--- config.mk ---
export PLATFORM = sky130hd
export DESIGN_NAME = voting_machine
export DESIGN_NICKNAME = d
export VERILOG_FILES = /design/src/rtl/voting_machine.sv
export SDC_FILE = /design/constraint.sdc
export NUM_CORES = 1
export LEC_CHECK = 0
export BUFFER_PORTS_ARGS = -buffer_cell sky130_fd_sc_hd__buf_2
export CORE_AREA = 2 2 60 62
export DETAILED_ROUTE_END_ITERATION = 7
export DIE_AREA = 0 0 62 64
export GPL_TIMING_DRIVEN = 0
export PLACE_DENSITY_LB_ADDON = 0.2
export SLEW_MARGIN = 20
export SYNTH_ARGS = -nofsm -noshare
export SYNTH_HDL_FRONTEND = slang
export SYNTH_SLANG_ARGS = --single-unit
export TNS_END_PERCENT = 10
--- constraint.sdc ---
create_clock -name clk -period 2.2 [get_ports clk]
set_clock_uncertainty 0.05 [all_clocks]
set_input_delay 0.11 -clock clk [delete_from_list [all_inputs] [get_ports clk]]
set_output_delay 0.11 -clock clk [all_outputs]
set_load 0.005 [all_outputs]
--- src/rtl/voting_machine.sv ---
// Three-candidate ballot counter: synchronized, edge-detected buttons feed
// saturating tallies that stay hidden until the poll is closed.
`default_nettype none

module voting_machine #(
  parameter int COUNT_W = 6
) (
  input  logic               clk,
  input  logic               rst,
  input  logic               i_candidate_1,
  input  logic               i_candidate_2,
  input  logic               i_candidate_3,
  input  logic               i_voting_over,
  output logic [COUNT_W-1:0] o_count1,
  output logic [COUNT_W-1:0] o_count2,
  output logic [COUNT_W-1:0] o_count3
);

  typedef enum logic {
    OPEN   = 1'b0,
    CLOSED = 1'b1
  } state_t;

  localparam logic [COUNT_W-1:0] TALLY_MAX = '1;
  localparam logic [COUNT_W-1:0] TALLY_ONE = {{(COUNT_W-1){1'b0}}, 1'b1};

  state_t                       state_reg;
  logic [2:0]                   cand_meta_reg;
  logic [2:0]                   cand_sync_reg;
  logic [2:0]                   cand_prev_reg;
  logic                         over_meta_reg;
  logic                         over_sync_reg;
  logic [2:0]                   press;
  logic                         single_press;
  logic                         vote_en;
  logic [2:0][COUNT_W-1:0]      count_bus;

  always_ff @(posedge clk or negedge rst) begin
    if (!rst) begin
      cand_meta_reg <= '0;
      cand_sync_reg <= '0;
      cand_prev_reg <= '0;
      over_meta_reg <= 1'b0;
      over_sync_reg <= 1'b0;
    end else begin
      cand_meta_reg <= {i_candidate_3, i_candidate_2, i_candidate_1};
      cand_sync_reg <= cand_meta_reg;
      cand_prev_reg <= cand_sync_reg;
      over_meta_reg <= i_voting_over;
      over_sync_reg <= over_meta_reg;
    end
  end

  assign press        = cand_sync_reg & ~cand_prev_reg;
  assign single_press = (press == 3'b001) || (press == 3'b010) || (press == 3'b100);
  // A press landing in the closing cycle is dropped along with later ones.
  assign vote_en      = (state_reg == OPEN) && !over_sync_reg && single_press;

  always_ff @(posedge clk or negedge rst) begin
    if (!rst) begin
      state_reg <= OPEN;
    end else begin
      case (state_reg)
        OPEN:    if (over_sync_reg) state_reg <= CLOSED;
        CLOSED:  state_reg <= CLOSED;
        default: state_reg <= OPEN;
      endcase
    end
  end

  genvar gi;
  generate
    for (gi = 0; gi < 3; gi++) begin : g_cand
      logic [COUNT_W-1:0] tally_reg;
      logic [COUNT_W-1:0] count_reg;

      always_ff @(posedge clk or negedge rst) begin
        if (!rst) begin
          tally_reg <= '0;
          count_reg <= '0;
        end else begin
          if (vote_en && press[gi] && (tally_reg != TALLY_MAX)) begin
            tally_reg <= tally_reg + TALLY_ONE;
          end
          count_reg <= (state_reg == CLOSED) ? tally_reg : '0;
        end
      end

      assign count_bus[gi] = count_reg;
    end
  endgenerate

  assign o_count1 = count_bus[0];
  assign o_count2 = count_bus[1];
  assign o_count3 = count_bus[2];

endmodule

`default_nettype wire

# Word-level counts from Yosys, hierarchy flattened
# Index checks and enable logic that the tools add are counted.
[totals]
ff_bits = 48
latch_bits = 0
ramBits = 0
mem_bits_ro = 0
elab_cells = 40
memories = 0
[classes]
addsub = 3
mul = 0
n_div = 0
order_cmp = 0
eq_ne = 6
n_shift = 0
muxes = 5
bitwise_logic = 3
reduce_logical = 11
[op_table]
columns = ["cell", "count"]
rows = [
  ["$add A6 B1 Y6 const B", 3],
  ["$mux W6", 3],
  ["$ne A6 B6 Y1 const B", 3],
  ["$logic_and A1 B1 Y1", 8],
  ["$and A3 B3 Y3", 1],
  ["$eq A3 B1 Y1 const B", 1],
  ["$eq A3 B2 Y1 const B", 1],
  ["$eq A3 B3 Y1 const B", 1],
  ["$not A3 Y3", 1],
  ["$logic_or A1 B1 Y1", 2],
  ["$pmux W1 S2", 1],
  ["$logic_not A1 Y1", 1],
  ["$mux W1", 1],
  ["$not A1 Y1", 1],
]

# Longest topological paths before layout
# Gate-level depths: netlist of run 1.
[logic_depth]
depth_word = 8
depth_mapped = 5
ltp_nobuf = 5

# Least setup slack after synthesis of run 1
# OpenSTA, ideal clock, no wires.
[synth_timing]
kind = "flip-flop to flip-flop"
from = "reg state_reg"
to = "reg g_cand[1].tally_reg[1]"
setup_ps = 128
t_arrival_ps = 1798
required_ps = 2022
setup_slack_ps = 224
path_stages_with_launch = 5
path_buffers = 0
period_less_slack_ps = 1976
cell_sequence = "dfrtp_1 -> or2_4 -> or4b_4 -> a31oi_1 -> mux2_1"
[synth_via]
elab_chain_cells = 5
[synth_lines]
columns = ["element", "line", "source"]
rows = [
  ["start: declaration", "27", "state_t state_reg;"],
  ["start signal: assignment", "61", "state_reg <= OPEN;"],
  ["start signal: assignment", "64", "OPEN: if (over_sync_reg) state_reg <= CLOSED;"],
  ["start signal: assignment", "65", "CLOSED: state_reg <= CLOSED;"],
  ["$not A1 Y1", "57", "assign vote_en = (state_reg == OPEN) && !over_sync_reg && single_press;"],
  ["$logic_and A1 B1 Y1 (2 in a row)", "57", ""],
  ["$logic_and A1 B1 Y1 (2 in a row)", "82", "if (vote_en && press[gi] && (tally_reg != TALLY_MAX)) begin"],
  ["end signal: assignment", "83", "tally_reg <= tally_reg + TALLY_ONE;"],
  ["end: declaration", "74", "logic [COUNT_W-1:0] tally_reg;"],
]
# Every way passes these cells.
# A chain may end at the register's enable or synchronous reset.

# Final worst setup path of run 1
# Ends and elaborated chain as after synthesis.

==> results of run 1 <==
-- worst max-delay path, cell delays in order, from the launching register on --
cell	delay, ps
dfrtp_2	490
or2_4	280
or4b_4	580
a31oi_2	220
mux2_1	350
-- power breakdown --
group | internal, uW | switching (uW) | leakage [uW]
Sequential | 900 | 9.90 | 0.000637
Combinational | 19.2 | 24.4 | 0.000384
Clock | 182 | 243 | 0.0000374
-- placed cells by master (no fill, tap or decap) --
cell type      synthesis  routed
a21boi_0               1       1
a21oi_1                1       1
a311oi_1               2       2
a31oi_2                0       1
a41oi_1                1       1
and2_1                18      18
and3_1                 2       2
buf_2                  0      22
buf_4                  0       1
clkbuf_1               1       1
clkbuf_4               0       5
clkbuf_8               0       2
dfrtp_1               48      47
dfrtp_2                0       1
dlygate4sd3_1          0       5
ha_1                   3       3
inv_1                  1       1
mux2_1                 1       1
mux2_2                 5       5
nand2_1                6       6
nand2b_1               3       3
nand3_1                9       9
nand4_1                1       1
nand4b_1               1       1
nor2_1                 3       3
nor2b_1                1       1
nor3_1                 4       4
nor3b_1                2       2
nor4_1                 1       1
nor4b_2                1       1
o21bai_1               1       1
or2_4                  1       1
or4b_4                 1       1
xnor2_1                3       3
xor2_1                 7       7
-- kinds of logic after synthesis --
family | after synthesis | share of synthesized area [%]
flip-flops | 48 | 67.6
AND/OR/NAND/NOR | 54 | 18.2
buffers and inverters | 2 | 0.422
adder cells (fa/ha/maj) | 3 | 2.11
multiplexers | 6 | 3.80
AO/OA/AOI/OAI | 7 | 2.96
XOR/XNOR | 10 | 4.93
-- metrics by stage --
| step | utilization, % | std cells |
|---|---|---|
| after floorplan | - | 130 |
| after global placement | 59.4 | 199 |
| after detailed placement | 59.4 | 199 |
| after CTS | 62.9 | 211 |
| after global routing | 63.2 | 211 |
| final | 63.2 | 211 |
-- routing by layer --
layer / vias to the layer above / share of wire, %
li1: 518 / -
met5: - / 0
met2: 30 / 54
met4: 0 / 1.8
met1: 537 / 40
met3: 5 / 4.7
-- area by class of cell --
cell class / count / share of cell area (%)
repair buffers: 28 / 8.08
clock buffers: 7 / 3.14
well taps: 46 / 2.77
inverters: 1 / 0.181
flip-flops and latches: 48 / 58.0
plain buffers: 1 / 0.181
multi-input cells: 80 / 27.7
-- final timing paths --
kind	end	cells after the start	slack, ps	startpoint
worst max-delay path	g_cand[1].tally_reg[1]	4	120	state_reg
worst min-delay path	o_count3[1]	2	230	rst
worst max register to register	g_cand[1].tally_reg[1]	4	120	state_reg
worst min register to register	cand_sync_reg[2]	0	310	cand_meta_reg[2]
max in group asynchronous	state_reg	2	1450	rst
min in group clk	cand_sync_reg[2]	0	310	cand_meta_reg[2]
-- what timing repair did --
item	in CTS	in global routing
gates resized for setup	0	2
hold buffers	5	0
hold endpoints to repair	52	0
endpoints found under the setup margin	0	1
-- synth_stat cells (all sizes together) --
cell     n  area share (%)
a21boi   1            0.42
a311oi   2            0.99
ha       3             2.1
inv      1            0.21
nand3    9             2.5
and3     2            0.70
nand4    1            0.35
nor2     3            0.63
or2      1            0.49
nand4b   1            0.49
a41oi    1            0.49
or4b     1            0.77
dfrtp   48              68
o21bai   1            0.42
nand2    6             1.3
a31oi    1            0.35
nor2b    1            0.35
and2    18             6.3
nand2b   3             1.1
nor3     4             1.1
xnor2    3             1.5
xor2     7             3.5
mux2     6             3.8
nor3b    2            0.84
clkbuf   1            0.21
nor4     1            0.35
a21oi    1            0.28
nor4b    1            0.84
==> results.toml, run 1 <==
[outcome]
status = "finished, final reports clean"

[finish]
fin_nets = 174
multiInputGateArea_sq_um = 574
regArea_sq_mm = 0.00120
n_fill_cell = 262
n_antenna_cell = 0
fin_area_sq_mm = 0.00207
drive_above_1_share_pct = 24.2
largest_reg_flops = 18
syn_to_final_growth_pct = 16.8

[floorplanning]
coreArea_sq_mm = 0.00328
rows = 21
ios = 24
start_util_pct = 54.1
die_x_um = 62
die_h_um = 64
dieArea_sq_mm = 0.00397

[timing]
finalCritPeriodShare_pct = 94.7
rsz0062_at_grt = "false"
worst_slack_ps = 116
min_period_ps = 2080
slew_violations = 0
slew-limit-headroom_pct = 61.8
hold_violations = 0
setup_tns_ps = 0
worstMarginPinSlew_ps = 574
holdWs_ps = 233
setup_viol = 0
max_freq_ghz = 0.480

[place]
place_ws_ps = 29.8
place.gp.congestion = 0.798
place_area_sq_mm = 0.00195
io_buffers = 23
dpl.hpwl_um = 1810

[drt]
vias = 1090
wl_um = 2610
viasPerCell = 5.17
dr.pass1.iters = 4
drc = 0
drtIter0Drc = 51
wl_per_cell_um = 12.4
antenna_left = 0

[global_route]
antenna_found_initial = 0
grt_pass1_wl_um = 4620
grt_use_total_pct = 16.0
met3_usage_pct = 6.07
grt_max_degree = 49
use_met2_pct = 27.2
first_global_vias = 1090
met1_usage_pct = 17.4
grt_overflow = 0
grt-busiest-layer = "met2"

[setup_path]
cp-start-kind = "flip-flop"
cp_max_fo = 10
path_class = "flip-flop to flip-flop"
critPathRequiredTime_ps = 2390
worstSetupEndpointType = "flip-flop"
cp.arrival_ps = 2270

[cts]
insertion_delay_ps = 350
clockBufferDepth = 2
cts_sinks = 48
root_buffer = "clkbuf_4"
post-cts-setup-buffers = 0
cts_buffers = 5
h-tree-depth = 2
clkTransAtPathRegs_ps = 120
cts_tree = "yes"

[power_and_ir_drop]
p_leak_uw = 0.00106
power_uw = 1380
ir_drop_mv = 0.450
powerDensity_mw_per_mm2 = 665

[yosys]
syn_area_sq_mm = 0.00178
syn_inst = 130
ys_seq_area_share_pct = 67.6
syn_nets = 139
synth_warnings = 0
avgSynthCellArea_sq_um = 13.7
synth_seq_cells = 48
synth_cell_types = 29

[job]
cap_violations = 0

[min_path]
hold_class = "input port to asynchronous set/reset pin"
(Power assumes the default switching activity.)
==> run 2, diff against run 1 <==
--- a/config.mk
+++ b/config.mk
@@ -11,6 +11,7 @@
 export DIE_AREA = 0 0 62 64
 export GPL_TIMING_DRIVEN = 0
 export PLACE_DENSITY_LB_ADDON = 0.2
+export SETUP_SLACK_MARGIN = 0.2
 export SLEW_MARGIN = 20
 export SYNTH_ARGS = -nofsm -noshare
 export SYNTH_HDL_FRONTEND = slang
==> run 2 against run 1 <==
  * Global-route usage is 0.21 points higher
  * Cell count is 0.47% higher
  * Design area is 1.0% higher
  * Worst hold slack better by 11 ps
  * Non-clock buffer count is 1 higher
  * Combinational power hardly changed
  * Critical path depth stayed put
  * Worst setup slack better by 89 ps
  * Clock power hardly changed
  * Count of clock-buffer cells in the layout stayed put
  * Register-to-register slack better by 90 ps
  * Largest cell class unchanged
  * Largest power group unchanged
==> results.toml, run 2 (synthesis gave the netlist of run 1 again) <==
[setup_path]
path_class = "flip-flop to flip-flop"
cp_max_fo = 5
slowest_stage = "or4b_4"
cp.arrival_ps = 2190
cpPeakStageDelay_ps = 590
worstSetupEndpointType = "flip-flop"
cp-start-kind = "flip-flop"
critPathRequiredTime_ps = 2400
path_cells = "or2_4 > or4b_4 > nor3_1 > mux2_2"

[min_path]
hold_class = "input port to asynchronous set/reset pin"

[finish]
syn_to_final_growth_pct = 18.0
fin_nets = 175
n_fill_cell = 258
n_antenna_cell = 0
postLayoutCoreUtil_pct = 63.8
largest_reg_flops = 18
drive_above_1_share_pct = 25.3
final_common_cell = "dfrtp_1"
layout_common_cells = "47 x dfrtp_1, 22 x buf_2, 18 x and2_1"

[global_route]
grt_overflow = 0
first_global_vias = 1102
antenna_found_initial = 0
grt_use_total_pct = 16.2
grt_pass1_wl_um = 4680
grt_max_degree = 49

[cts]
clkTransAtPathRegs_ps = 120
cts_sinks = 48
cts_tree = "yes"
insertion_delay_ps = 350
root_buffer = "clkbuf_4"
h-tree-depth = 2
clockBufferDepth = 2
cts_buffers = 5

[drt]
wl_um = 2660
drc = 0
vias = 1098
dr.pass1.iters = 4
drtIter0Drc = 47
antenna_left = 0
wl_per_cell_um = 12.5
viasPerCell = 5.18

[place]
place.gp.congestion = 0.798
place_ws_ps = 29.8
dpl.hpwl_um = 1810
io_buffers = 23

[timing]
finalCritPeriodShare_pct = 90.7
setup_tns_ps = 0
rsz0062_at_grt = "true"
worst_slack_ps = 205
slew_violations = 0
min_period_ps = 2000
setup_viol = 0
worstMarginPinSlew_ps = 568
slew-limit-headroom_pct = 62.1
hold_violations = 0
max_freq_ghz = 0.501

[floorplanning]
ios = 24
coreArea_sq_mm = 0.00328
die_x_um = 62
dieArea_sq_mm = 0.00397
rows = 21
start_util_pct = 54.1
die_h_um = 64

[power_and_ir_drop]
powerDensity_mw_per_mm2 = 657
p_leak_uw = 0.00106
ir_drop_mv = 0.450

[job]
cap_violations = 0

[outcome]
status = "finished, final reports clean"
run 2: cell count changes in the layout (fill, tap and decap cells not counted):
cell     before  now
a31oi_2       1    0
nor3_1        4    3
nor3_2        0    1
buf_4         1    2
a31oi_4       0    1
run 2: path summary, 6_finish.rpt:
kind                                        from                endpoint  slack [ps]  depth (start not counted)
worst max-delay path                   state_reg  g_cand[1].tally_reg[5]         200                          4
worst min-delay path                         rst  g_cand[0].tally_reg[0]         240                          2
worst max register to register         state_reg  g_cand[1].tally_reg[5]         200                          4
worst min register to register  cand_meta_reg[2]        cand_sync_reg[2]         310                          0
max in group asynchronous                    rst               state_reg        1460                          2
min in group clk                cand_meta_reg[2]        cand_sync_reg[2]         310                          0
run 2: what timing repair did:
item / 4_1_cts / 5_1_grt
endpoints found under the setup margin: 3 / 3
hold endpoints to repair: 52 / 0
gates resized for setup: 2 / 2
hold buffers: 5 / 0
buffers inserted: 1 / 0
run 2: critical path, delay by kind of cell, from the launching register on:
family	cells	cell delay (ps)
flops	1	420
mux	1	350
simple gates	3	1070
run 2: final cells by class:
class,count,area (sq um),share of cell area (%)
multi-input combinational,80,588,28.1
tap,46,57.6,2.75
inverter,1,3.75,0.179
sequential,48,1200,57.4
buffer,1,3.75,0.179
clock buffer,7,65.1,3.10
timing repair buffer,29,175,8.36
run 2: stage by stage:
step	area, sq um	hold WS (ps)	instances	total power (uW)
after floorplan	1780	-236	130	936
after global placement	1950	169	199	963
after detailed placement	1950	170	199	966
after CTS	2080	312	212	1400
after global routing	2100	262	212	1450
final	2100	244	212	1380
run 2: layer usage:
metal	share of wire (%)	vias to the layer above	GRT usage (%)	routed length, um
li1	-	517	-	-
met1	40	544	17.5	1080
met2	53	32	27.7	1420
met3	4.3	5	6.07	115
met4	1.8	0	6.38	48
met5	0	-	0	0
run 2: power by group:
group	switching [uW]	leakage [uW]	internal (uW)	total (uW)
Combinational	24.4	0.000388	19.2	43.6
Sequential	9.92	0.000637	900	910
Clock	242	0.0000374	182	424
Total	277	0.00106	1100	1380
==> run 3, diff against run 2 <==
--- a/config.mk
+++ b/config.mk
@@ -5,10 +5,11 @@
 export SDC_FILE = /design/constraint.sdc
 export NUM_CORES = 1
 export LEC_CHECK = 0
+export ABC_CLOCK_PERIOD_IN_PS = 1650
 export BUFFER_PORTS_ARGS = -buffer_cell sky130_fd_sc_hd__buf_2
-export CORE_AREA = 2 2 60 62
+export CORE_AREA = 2 2 63 65
 export DETAILED_ROUTE_END_ITERATION = 7
-export DIE_AREA = 0 0 62 64
+export DIE_AREA = 0 0 65 67
 export GPL_TIMING_DRIVEN = 0
 export PLACE_DENSITY_LB_ADDON = 0.2
 export SETUP_SLACK_MARGIN = 0.2
==> constraint.sdc (replaced) <==
create_clock -name clk -period 1.65 [get_ports clk]
set_clock_uncertainty 0.05 [all_clocks]
set_input_delay 0.0825 -clock clk [delete_from_list [all_inputs] [get_ports clk]]
set_output_delay 0.0825 -clock clk [all_outputs]
set_load 0.005 [all_outputs]
==> run 3 against run 2 <==
  * The flow now finishes with violations (setup timing)
  * Critical endpoint is now g_cand[1].tally_reg[1]
  * Worst setup slack worse by 450 ps
  * Worst hold slack better by 34 ps
  * First-iteration DRC count is 4.3% higher
  * Cell count is 1.4% higher
  * Clock power is 62% higher
  * Fmax is 5.1% higher
  * Non-clock buffer count stayed put
  * Total power is 42% higher
  * Wire length is 3.8% lower
  * Die area is 9.8% higher
  * Highest routed layer unchanged
==> results.toml, run 3 (synthesis gave the netlist of run 1 again) <==
[cts]
cts_buffers = 5
cts_sinks = 48
h-tree-depth = 2
insertion_delay_ps = 290
root_buffer = "clkbuf_8"
clockBufferDepth = 2
clkTransAtPathRegs_ps = 80
cts_tree = "yes"

[setup_path]
path_cells = "or2_4 > or4b_4 > a31oi_4 > mux2_4"
rrSetupSlack_ps = -250
crit_buf_inv = 0
critPathRequiredTime_ps = 1780
r2r-start = "state_reg"
r2r_end = "g_cand[1].tally_reg[1]"
cp.arrival_ps = 2030
reg2reg_depth = 4
cp_max_fo = 5
path_class = "flip-flop to flip-flop"
crit_family = "simple AND/OR/NAND/NOR gates"
cp-start-kind = "flip-flop"
worstSetupEndpointType = "flip-flop"
cpPeakStageDelay_ps = 580
slowest_stage = "or4b_4"

[drt]
wl_per_cell_um = 11.9
drt-met1-wl_um = 1130
wl_met3_um = 122
antenna_left = 0
drtIter0Drc = 49
wl_um = 2560
routed-wl-met2_um = 1250
highest_layer = "met4"
drc = 0
viasPerCell = 4.96
dr.pass1.iters = 4
vias = 1066

[finish]
largest_reg_flops = 18
postLayoutCoreUtil_pct = 59.7
final_common_cell = "dfrtp_1"
drive_above_1_share_pct = 27.5
fin_nets = 175
syn_to_final_growth_pct = 21.1
n_antenna_cell = 0
layout_common_cells = "47 x dfrtp_1, 22 x buf_2, 18 x and2_1"

[outcome]
status = "finished with violations"
violations = "setup timing"

[timing]
worstMarginPinSlew_ps = 566
slew_violations = 0
slew-limit-headroom_pct = 62.2
max_freq_ghz = 0.527
setup_viol = 13
setup_tns_ps = -1540
finalCritPeriodShare_pct = 115
rsz0062_at_grt = "true"
hold_violations = 0
worst_slack_ps = -248
min_period_ps = 1900

[place]
io_buffers = 23
place_ws_ps = -343
dpl.hpwl_um = 1700
place.gp.congestion = 0.827

[power_and_ir_drop]
pwr-share-clk_pct = 35.1
powerDensity_mw_per_mm2 = 909
p_leak_uw = 0.00107
switching_share_pct = 19.9
switchingPower_uw = 388
cell_internal_pwr_uw = 1570
combPwrFrac_pct = 3.0
power_frac_seq_pct = 62.0
ir_drop_mv = 0.505

[floorplanning]
rows = 22
die_x_um = 65
coreArea_sq_mm = 0.00361
die_h_um = 67
start_util_pct = 49.3
dieArea_sq_mm = 0.00436
ios = 24

[global_route]
grt_pass1_wl_um = 4520
antenna_found_initial = 0
grt_overflow = 0
grt_use_total_pct = 14.2
grt_max_degree = 49
first_global_vias = 1064

[job]
cap_violations = 0

[min_path]
hold_class = "input port to asynchronous set/reset pin"
==> run 3: how the worst max path moves through the flow <==
stage	endpoint	cells after the start	startpoint
floorplan	g_cand[1].tally_reg[1]	4	state_reg
global placement	g_cand[1].tally_reg[1]	4	state_reg
detailed placement	g_cand[1].tally_reg[1]	4	state_reg
CTS	g_cand[1].tally_reg[1]	4	state_reg
global route	g_cand[0].tally_reg[1]	4	state_reg
finish	g_cand[1].tally_reg[1]	4	state_reg
==> run 3: power by group through the flow <==
stage	Sequential, uW	Clock (uW)	Combinational [uW]
after floorplan	1230	0	14.5
after detailed placement	1240	0	50.9
after global routing	1220	775	68.5
after global placement	1240	0	49.7
after CTS	1210	720	59.8
final	1210	686	57.9
==> run 3: repair_timing <==
| item | in CTS | in global routing |
|---|---|---|
| hold buffers | 5 | 0 |
| pin swaps | 2 | 2 |
| resized for setup | 4 | 2 |
| setup buffers | 1 | 0 |
| endpoints found under the hold margin | 52 | 0 |
| setup endpoints to repair | 18 | 18 |
==> run 3: per-layer routing <==
metal,up-vias,track usage (%)
met1,524,15.4
li1,512,-
met5,-,0
met4,0,7.18
met2,26,24.5
met3,4,5.07
==> run 3: final cells by class <==
type | instances | area [sq um]
clock buffers | 8 | 90.1
multi-input cells | 80 | 617
flip-flops and latches | 48 | 1200
well taps | 48 | 60.1
inverters | 1 | 3.75
fillers | 308 | 1450
repair buffers | 29 | 175
plain buffers | 1 | 3.75
==> run 3: metrics by stage <==
step / power [uW] / std cells / hold slack, ps / instance area, sq um
final: 1960 / 215 / 278 / 2150
after global routing: 2060 / 215 / 314 / 2150
after CTS: 1990 / 215 / 303 / 2140
after detailed placement: 1290 / 201 / 142 / 1980
after global placement: 1280 / 201 / 141 / 1980
after floorplan: 1250 / 130 / -263 / 1810
